<file path="config.mk">
export PLATFORM = sky130hd
export DESIGN_NAME = mem_request_agent
export DESIGN_NICKNAME = d
export VERILOG_FILES = /design/src/rtl/mem_request_agent.sv
export SDC_FILE = /design/constraint.sdc
export NUM_CORES = 1
export LEC_CHECK = 0
export CORE_MARGIN = 2
export CORE_UTILIZATION = 55
export CTS_CLUSTER_DIAMETER = 60
export DETAILED_ROUTE_END_ITERATION = 16
export PLACE_DENSITY = 0.88
export REMOVE_ABC_BUFFERS = 1
export SYNTH_ARGS = -nofsm -noshare
export SYNTH_HDL_FRONTEND = slang
export SYNTH_SLANG_ARGS = --single-unit
</file>
<file path="constraint.sdc">
create_clock -name clk -period 3.2 [get_ports clk]
set_clock_uncertainty 0.15 [all_clocks]
set_input_delay 0.64 -clock clk [delete_from_list [all_inputs] [get_ports clk]]
set_output_delay 0.64 -clock clk [all_outputs]
set_load 0.05 [all_outputs]
</file>
<file path="src/rtl/mem_request_agent.sv">
// Requester-side front end for one arbiter port: queues local commands, requests
// the shared memory bus, issues up to BURST beats per grant, and abandons unanswered requests.
module mem_request_agent #(
    parameter int DEPTH   = 4,
    parameter int ADDR_W  = 8,
    parameter int DATA_W  = 8,
    parameter int BURST   = 4,
    parameter int TIMEOUT = 15
) (
    input  logic                       clk,
    input  logic                       reset,
    input  logic                       cmd_valid,
    output logic                       cmd_ready,
    input  logic [ADDR_W-1:0]          cmd_addr,
    input  logic [DATA_W-1:0]          cmd_wdata,
    input  logic                       cmd_we,
    output logic                       req,
    input  logic                       grant,
    output logic                       mem_valid,
    output logic [ADDR_W-1:0]          mem_addr,
    output logic [DATA_W-1:0]          mem_wdata,
    output logic                       mem_we,
    output logic                       timeout_err,
    output logic [1:0]                 agent_state,
    output logic [$clog2(DEPTH):0]     fifo_count
);

    localparam int PTR_W  = $clog2(DEPTH);
    localparam int CNT_W  = $clog2(DEPTH) + 1;
    localparam int WAIT_W = $clog2(TIMEOUT + 1);
    localparam int BEAT_W = $clog2(BURST + 1);
    localparam int ENT_W  = ADDR_W + DATA_W + 1;

    localparam logic [CNT_W-1:0]  FULL_CNT  = CNT_W'(DEPTH);
    localparam logic [CNT_W-1:0]  ONE_CNT   = CNT_W'(1);
    localparam logic [WAIT_W-1:0] WAIT_LAST = WAIT_W'(TIMEOUT - 1);
    localparam logic [BEAT_W-1:0] BEAT_LAST = BEAT_W'(BURST - 1);

    typedef enum logic [1:0] {
        S_IDLE    = 2'b00,
        S_REQ     = 2'b01,
        S_XFER    = 2'b10,
        S_RELEASE = 2'b11
    } state_t;

    state_t             state, state_nxt;
    logic [WAIT_W-1:0]  wait_cnt, wait_nxt;
    logic [BEAT_W-1:0]  beat_cnt, beat_nxt;
    logic               terr_nxt;

    logic [ENT_W-1:0]   fifo_mem [DEPTH];
    logic [PTR_W-1:0]   wr_ptr;
    logic [PTR_W-1:0]   rd_ptr;
    logic [CNT_W-1:0]   count;
    logic [ENT_W-1:0]   head;
    logic               push;
    logic               pop;

    assign cmd_ready   = !reset && (count < FULL_CNT);
    assign push        = cmd_valid && cmd_ready;
    assign pop         = mem_valid;
    assign fifo_count  = count;
    assign agent_state = state;
    assign head        = fifo_mem[rd_ptr];

    // req comes only from registered state so the arbiter never sees a loop through grant.
    assign req       = (state == S_REQ) || (state == S_XFER);
    assign mem_valid = (state == S_XFER) && grant && (count != '0);
    assign mem_addr  = mem_valid ? head[ENT_W-1 -: ADDR_W] : '0;
    assign mem_wdata = mem_valid ? head[DATA_W:1] : '0;
    assign mem_we    = mem_valid ? head[0] : 1'b0;

    always_ff @(posedge clk) begin
        if (push) begin
            fifo_mem[wr_ptr] <= {cmd_addr, cmd_wdata, cmd_we};
        end
    end

    always_ff @(posedge clk) begin
        if (reset) begin
            wr_ptr <= '0;
            rd_ptr <= '0;
            count  <= '0;
        end else begin
            if (push) begin
                wr_ptr <= wr_ptr + 1'b1;
            end
            if (pop) begin
                rd_ptr <= rd_ptr + 1'b1;
            end
            if (push && !pop) begin
                count <= count + 1'b1;
            end else if (pop && !push) begin
                count <= count - 1'b1;
            end
        end
    end

    always_ff @(posedge clk) begin
        if (reset) begin
            state       <= S_IDLE;
            wait_cnt    <= '0;
            beat_cnt    <= '0;
            timeout_err <= 1'b0;
        end else begin
            state       <= state_nxt;
            wait_cnt    <= wait_nxt;
            beat_cnt    <= beat_nxt;
            timeout_err <= terr_nxt;
        end
    end

    always_comb begin
        state_nxt = state;
        wait_nxt  = wait_cnt;
        beat_nxt  = beat_cnt;
        terr_nxt  = 1'b0;
        case (state)
            S_IDLE: begin
                wait_nxt = '0;
                beat_nxt = '0;
                if (count != '0) begin
                    state_nxt = S_REQ;
                end
            end
            S_REQ: begin
                if (grant) begin
                    state_nxt = S_XFER;
                end else if (wait_cnt == WAIT_LAST) begin
                    state_nxt = S_RELEASE;
                    terr_nxt  = 1'b1;
                end else begin
                    wait_nxt = wait_cnt + 1'b1;
                end
            end
            S_XFER: begin
                if (mem_valid) begin
                    beat_nxt = beat_cnt + 1'b1;
                    // A beat racing a push leaves the queue non-empty, so the burst continues.
                    if ((beat_cnt == BEAT_LAST) || ((count == ONE_CNT) && !push)) begin
                        state_nxt = S_RELEASE;
                    end
                end else begin
                    state_nxt = S_RELEASE;
                end
            end
            default: begin
                state_nxt = S_IDLE;
            end
        endcase
    end

endmodule

</file>
=== Word-level counts from Yosys, hierarchy flattened ===
Memories as Yosys holds them, arrays and structs flattened. A register that Yosys moved wholly into a read port is not among the register bits.
Index checks and enable logic that the tools add are counted.

* Output and inout bits: 26
* Memories: 1
* Input bits: 21
* Word-level logic and storage cells: 69
* Register bits after elaboration: 17
* RAM bits: 68

{| class="wikitable"
|+ Memories
! memory !! depth !! width !! read ports !! clocked after Yosys merged registers in !! write ports !! RTL line !! RTL
|-
| fifo_mem || 4 || 17 || 1 || 1 || 1 || 51 || <nowiki>logic [ENT_W-1:0] fifo_mem [DEPTH];</nowiki>
|}

* Reduce and logical (&&, ||, !) cells: 21
* Mux-type cells: 21
* Eq/ne operators: 11
* $add $sub $neg: 6
* $lt $le $gt $ge: 1
* Bitwise operators: 1

{| class="wikitable"
|+ Operators by type and width
! operator !! count
|-
| 8-bit two-way mux || 2
|-
| 2-bit two-way mux || 7
|-
| 3-bit two-way mux || 3
|-
| 4-bit two-way mux || 2
|-
| 2-bit inequality test (second input constant) || 4
|-
| 4-bit one-hot mux with 2 select lines || 1
|-
| 1-bit logical AND || 7
|-
| 3-bit by 1-bit adder with 3-bit output (second input constant) || 2
|-
| 3-bit by 2-bit inequality test with 1-bit output (second input constant) || 2
|-
| 2-bit one-hot mux with 3 select lines || 1
|-
| 3-bit one-hot mux with 2 select lines || 1
|-
| 3-bit AND reduction || 2
|-
| 2-bit nonzero test || 3
|-
| 2-bit by 1-bit adder with 2-bit output (second input constant) || 2
|-
| 4-bit by 1-bit adder with 4-bit output (second input constant) || 1
|-
| 4-bit == test (second input constant) || 1
|-
| 1-bit two-way mux || 4
|-
| 3-bit by 1-bit == test with 1-bit output (second input constant) || 1
|-
| 3-bit by 2-bit == test with 1-bit output (second input constant) || 1
|-
| 1-bit logical NOT || 3
|-
| 3-bit less-than comparator (second input constant) || 1
|-
| 3-bit nonzero test || 1
|-
| 3-bit OR reduction || 1
|-
| 3-bit by 1-bit subtractor with 3-bit output (second input constant) || 1
|-
| other kinds (6) || 7
|}

=== Logic depth before layout (Yosys ltp) ===
* Depth after elaboration: 9
* Depth in mapped cells: 10
* Mapped depth without buffers: 9

=== Worst setup path before layout ===
Ideal clock, no wire load.

* Kind: reg2out
* From: reg count[0], in the netlist fifo_count[0]
* To: out mem_addr[4]
* Stages on the path, launching flop included: 7
* Slack: 0.153 ns
* Buffers on the path: 1
* Data arrival time: 2.257 ns
* Path through: dfxtp_1 inv_1 ha_1 or2b_2 nand3_4 clkbuf_1 nor2b_1

* Word-level cells in the longest chain between the ends: 3

{| class="wikitable"
|+ RTL lines
! element !! RTL line !! RTL
|-
| start: declaration || 54 || <nowiki>logic [CNT_W-1:0] count;</nowiki>
|-
| start signal: assignment || 92 || <nowiki>count <= count + 1'b1;</nowiki>
|-
| start signal: assignment || 94 || <nowiki>count <= count - 1'b1;</nowiki>
|-
| 3-bit nonzero test || 68 || <nowiki>assign mem_valid = (state == S_XFER) && grant && (count != '0);</nowiki>
|-
| 1-bit logical AND || 68 ||
|-
| 8-bit two-way mux || 69 || <nowiki>assign mem_addr = mem_valid ? head[ENT_W-1 -: ADDR_W] : '0;</nowiki>
|-
| end: declaration || 20 || <nowiki>output logic [ADDR_W-1:0] mem_addr,</nowiki>
|}

No other way between the ends.

=== Final worst setup path ===
* From: reg count[0], in the netlist fifo_count[0]
* To: out mem_wdata[6]

* Word-level cells in the longest chain between the ends: 3

{| class="wikitable"
|+ RTL lines
! element !! RTL line !! RTL
|-
| 3-bit nonzero test || 68 ||
|-
| 1-bit logical AND || 68 ||
|-
| 8-bit two-way mux || 70 || <nowiki>assign mem_wdata = mem_valid ? head[DATA_W:1] : '0;</nowiki>
|-
| end: declaration || 21 || <nowiki>output logic [DATA_W-1:0] mem_wdata,</nowiki>
|}

No other way between the ends.

==> impl_results.rst <==
.. list-table::
   :header-rows: 1

   * - Metric
     - Value
   * - WP data required
     - around 2400 ps
   * - Clock insertion delay at the later pin of the skew report
     - approximately 340 ps
   * - Final Hold Violating Endpoints
     - 0
   * - Detailed-route DRC error count
     - 0
   * - Number of cells upsized or downsized after cts
     - 0
   * - Placeable core region
     - ~6400 um^2
   * - First-pass GRT wire length
     - around 9700 um
   * - Drt initial violations
     - ~120
   * - Final Cycle Share
     - 0.898
   * - Proportion of synthesized area in mux cells
     - 0.126
   * - Worst vdd rail ir drop
     - 0.316 mV
   * - Number of maximum-capacitance constraint violations
     - 0
   * - Signal arrival time at the worst endpoint
     - about 2100 ps
   * - Via count of the first global-routing pass
     - roughly 2000
   * - Run status
     - finished clean
   * - Total of warnings raised by yosys
     - 0
   * - H-tree depth
     - 3
   * - Aggregate global-route resource usage
     - 0.179
   * - Setup repair bufs after CTS
     - 0
   * - Post-layout net count
     - ~320
   * - Synthesized cell area
     - 3660 um^2
   * - Synth Area in Simple Gates
     - 0.102
   * - DR top layer
     - met4
   * - Type of the tightest min-delay check
     - flop to flop
   * - Hold path startpoint
     - wait_cnt[0]
   * - Clock Pin Slew Worst Setup and Hold Paths
     - 80 ps
   * - Critical Setup Path Class
     - flop to primary output
   * - Average wire length per cell after detail routing
     - between 15 and 20 um
   * - Overall die area
     - roughly 7300 um^2
   * - Number of placement rows
     - 29
   * - Final standard cell area without fillers
     - ~4400 um^2
   * - First drt pass iteration count
     - 4
   * - Main combinational cell family by area after synthesis
     - multiplexers
   * - Met2 WL post-DR
     - approximately 2900 um
   * - Relative max-transition margin
     - 0.667
   * - Die Wd
     - 85.5 um
   * - DRT met1 WL
     - between 2000 and 3000 um
   * - Endpoint of the worst hold-timing path
     - wait_cnt[0]
   * - Antenna violations before repair
     - 0
   * - Final slew viol count
     - 0
   * - Startpoint type of the worst setup path
     - flop
   * - Ratio of total power to cell area
     - between 500 and 600 nW/um^2
   * - Top fanout value on the critical path
     - 24
   * - Number of routed nets with antenna violations
     - 0
   * - Input/output buffers
     - 46
   * - Fmax
     - about 0.35 GHz
   * - Synthesized area per cell
     - around 16 um^2
   * - Worst Setup End Kind
     - primary output
   * - Largest net degree at the start of global routing
     - 25
   * - Final weighted congestion in routability-driven placement
     - 0.775
   * - Fraction of the yosys area taken by sequential cells
     - 0.663
   * - TritonCTS Sinks
     - 87
   * - Placed inst area
     - ~4300 um^2
   * - Overall via count from detail_route
     - 1940
   * - Synthesized netlist cell count
     - roughly 220
   * - Worst reg-to-reg path cell count
     - 7
   * - Number of diodes
     - 0
   * - Final setup violation count
     - 0
   * - Detailed placement HPWL
     - between 3000 and 4000 um
   * - Hold depth
     - 2
   * - Number of hold buffers added after CTS
     - 0
   * - Sum of routed wire length over all layers
     - roughly 6000 um
   * - Startpoint of the lowest-slack register-to-register path
     - fifo_count[0]
   * - Actual transition at the worst max-transition pin
     - 498 ps
   * - Syn-to-layout area delta
     - 21.4%
   * - Detailed-routed wire length on met3
     - 276 um
   * - Ratio of cells with drive above 1 in the final layout
     - 0.219
   * - Leak
     - 0.00159 uW
   * - Synthesized-area fraction occupied by ao, oa, aoi and oai cells
     - 0.0133
   * - Buffer levels on the longest clock path
     - 2
   * - Clock tree from TritonCTS
     - done
   * - Total negative slack for setup checks
     - 0 ps
   * - Worst flop-to-flop path endpoint
     - fifo_count[2]
   * - Post-layout min period
     - between 2000 and 3000 ps
   * - I/O Pins
     - between 40 and 50
   * - Share of the synthesized netlist area taken by xor and xnor gates
     - 0.0168
   * - Register bit total from synthesis
     - 87
   * - CTS Root Buffer Type
     - clkbuf_8
   * - Adder-cell area share of the yosys netlist
     - 0.0582
   * - Distinct cell type count after synthesis
     - 31
   * - Chip height
     - 85.5 um
   * - Grt ovf
     - 0
   * - Routed vias/inst
     - ~5.4
   * - Number of CTS-inserted buffers
     - 9
   * - RSZ-0062 raised after global routing
     - false
   * - Reg2reg setup slack
     - approximately 810 ps
   * - Initial Utilization
     - 0.572
worst max path at each step:
stage,start,to,slack [ps],depth (start not counted)
global placement,grant,mem_wdata[4],420,4
CTS,fifo_count[0],mem_wdata[6],250,6
finish,fifo_count[0],mem_wdata[6],330,6
detailed placement,grant,mem_wdata[6],340,4
global route,fifo_count[0],mem_addr[5],150,6
floorplan,fifo_count[0],mem_addr[0],220,5
cell type report:
class	instances	area (um^2)
flip-flops and latches	87	2420
clock inverters	5	60.1
well taps	77	96.3
clock buffers	9	124
repair buffers	54	548
fillers	389	1950
inverters	9	33.8
multi-input cells	119	1150
flip-flops by register name, indices dropped and copies added, names as in the netlist, named ones only:
| register | count |
|---|---|
| agent_state | 2 |
| beat_cnt | 3 |
| fifo_count | 3 |
| fifo_mem | 68 |
| rd_ptr | 2 |
| timeout_err | 1 |
| wait_cnt | 4 |
| wr_ptr | 2 |
logic make-up (layout without fill, tap and decap cells):
family,count (synthesis),after routing
xor+xnor,7,7
fa+ha+maj,17,17
flops,87,87
buf+inv,18,77
mux,24,24
simple gates,65,65
compound gates,6,6
placed cells by master, fill, tap and decap left out, drive strengths merged, types with 2 or more instances in the layout:
cell type	netlist	layout
a21oi	3	3
and2	2	2
and3	5	5
buf	4	27
clkbuf	5	9
clkdlybuf4s50	0	27
clkinv	0	3
dfxtp	19	19
edfxtp	68	68
ha	17	17
inv	9	10
mux2	2	2
mux2i	5	5
mux4	17	17
nand2	5	5
nand2b	4	4
nand3	6	6
nor2	11	11
nor2b	22	22
nor3	4	4
nor3b	2	2
xor2	6	6
worst max-delay path: stages, from the launching register on:
cell     delay, ps
dfxtp_1        430
inv_1           90
ha_1           210
or2b_2         200
nand3_4        290
nor2b_1        340
buf_12         180
cells in the mapped netlist, drive strengths merged:
cell / number / area share
nand3: 6 / 0.012
nor2b: 22 / 0.038
mux2i: 5 / 0.014
and2: 2 / 0.0034
or3: 1 / 0.0017
nand4: 1 / 0.0017
dfxtp: 19 / 0.10
or2b: 1 / 0.0024
a21oi: 3 / 0.0041
mux2: 2 / 0.0072
clkbuf: 5 / 0.0051
o311a: 1 / 0.0058
xnor2: 1 / 0.0024
o31ai: 1 / 0.0021
buf: 4 / 0.0072
and3: 5 / 0.0086
nand3b: 1 / 0.0021
nand2: 5 / 0.0051
xor2: 6 / 0.014
nor3: 4 / 0.0055
mux4: 17 / 0.10
edfxtp: 68 / 0.56
inv: 9 / 0.0092
o21ai: 1 / 0.0014
nor3b: 2 / 0.0041
ha: 17 / 0.058
nand2b: 4 / 0.0068
nor2: 11 / 0.011
power breakdown:
| part | switching [uW] | internal (uW) |
|---|---|---|
| registers | 34.9 | 1270 |
| logic | 348 | 257 |
| clock network | 353 | 355 |
stage by stage:
step | instances | hold slack, ps | util | setup slack (ps) | power (uW)
final | 360 | 351 | 0.695 | 326 | 2620
after global routing | 360 | 383 | 0.695 | 154 | 2740
after CTS | 360 | 357 | 0.695 | 254 | 2650
after detailed placement | 346 | 347 | 0.666 | 344 | 1940
after global placement | 346 | 336 | 0.666 | 423 | 1930
after floorplan | 215 | 313 | - | 222 | 1750
per-layer routing:
metal / up-vias / track usage
met5: - / 0
met4: 0 / 0.0866
met3: 11 / 0.0404
met2: 45 / 0.300
met1: 942 / 0.220
li1: 942 / -
Note: power is estimated with default switching activity, not from simulation.
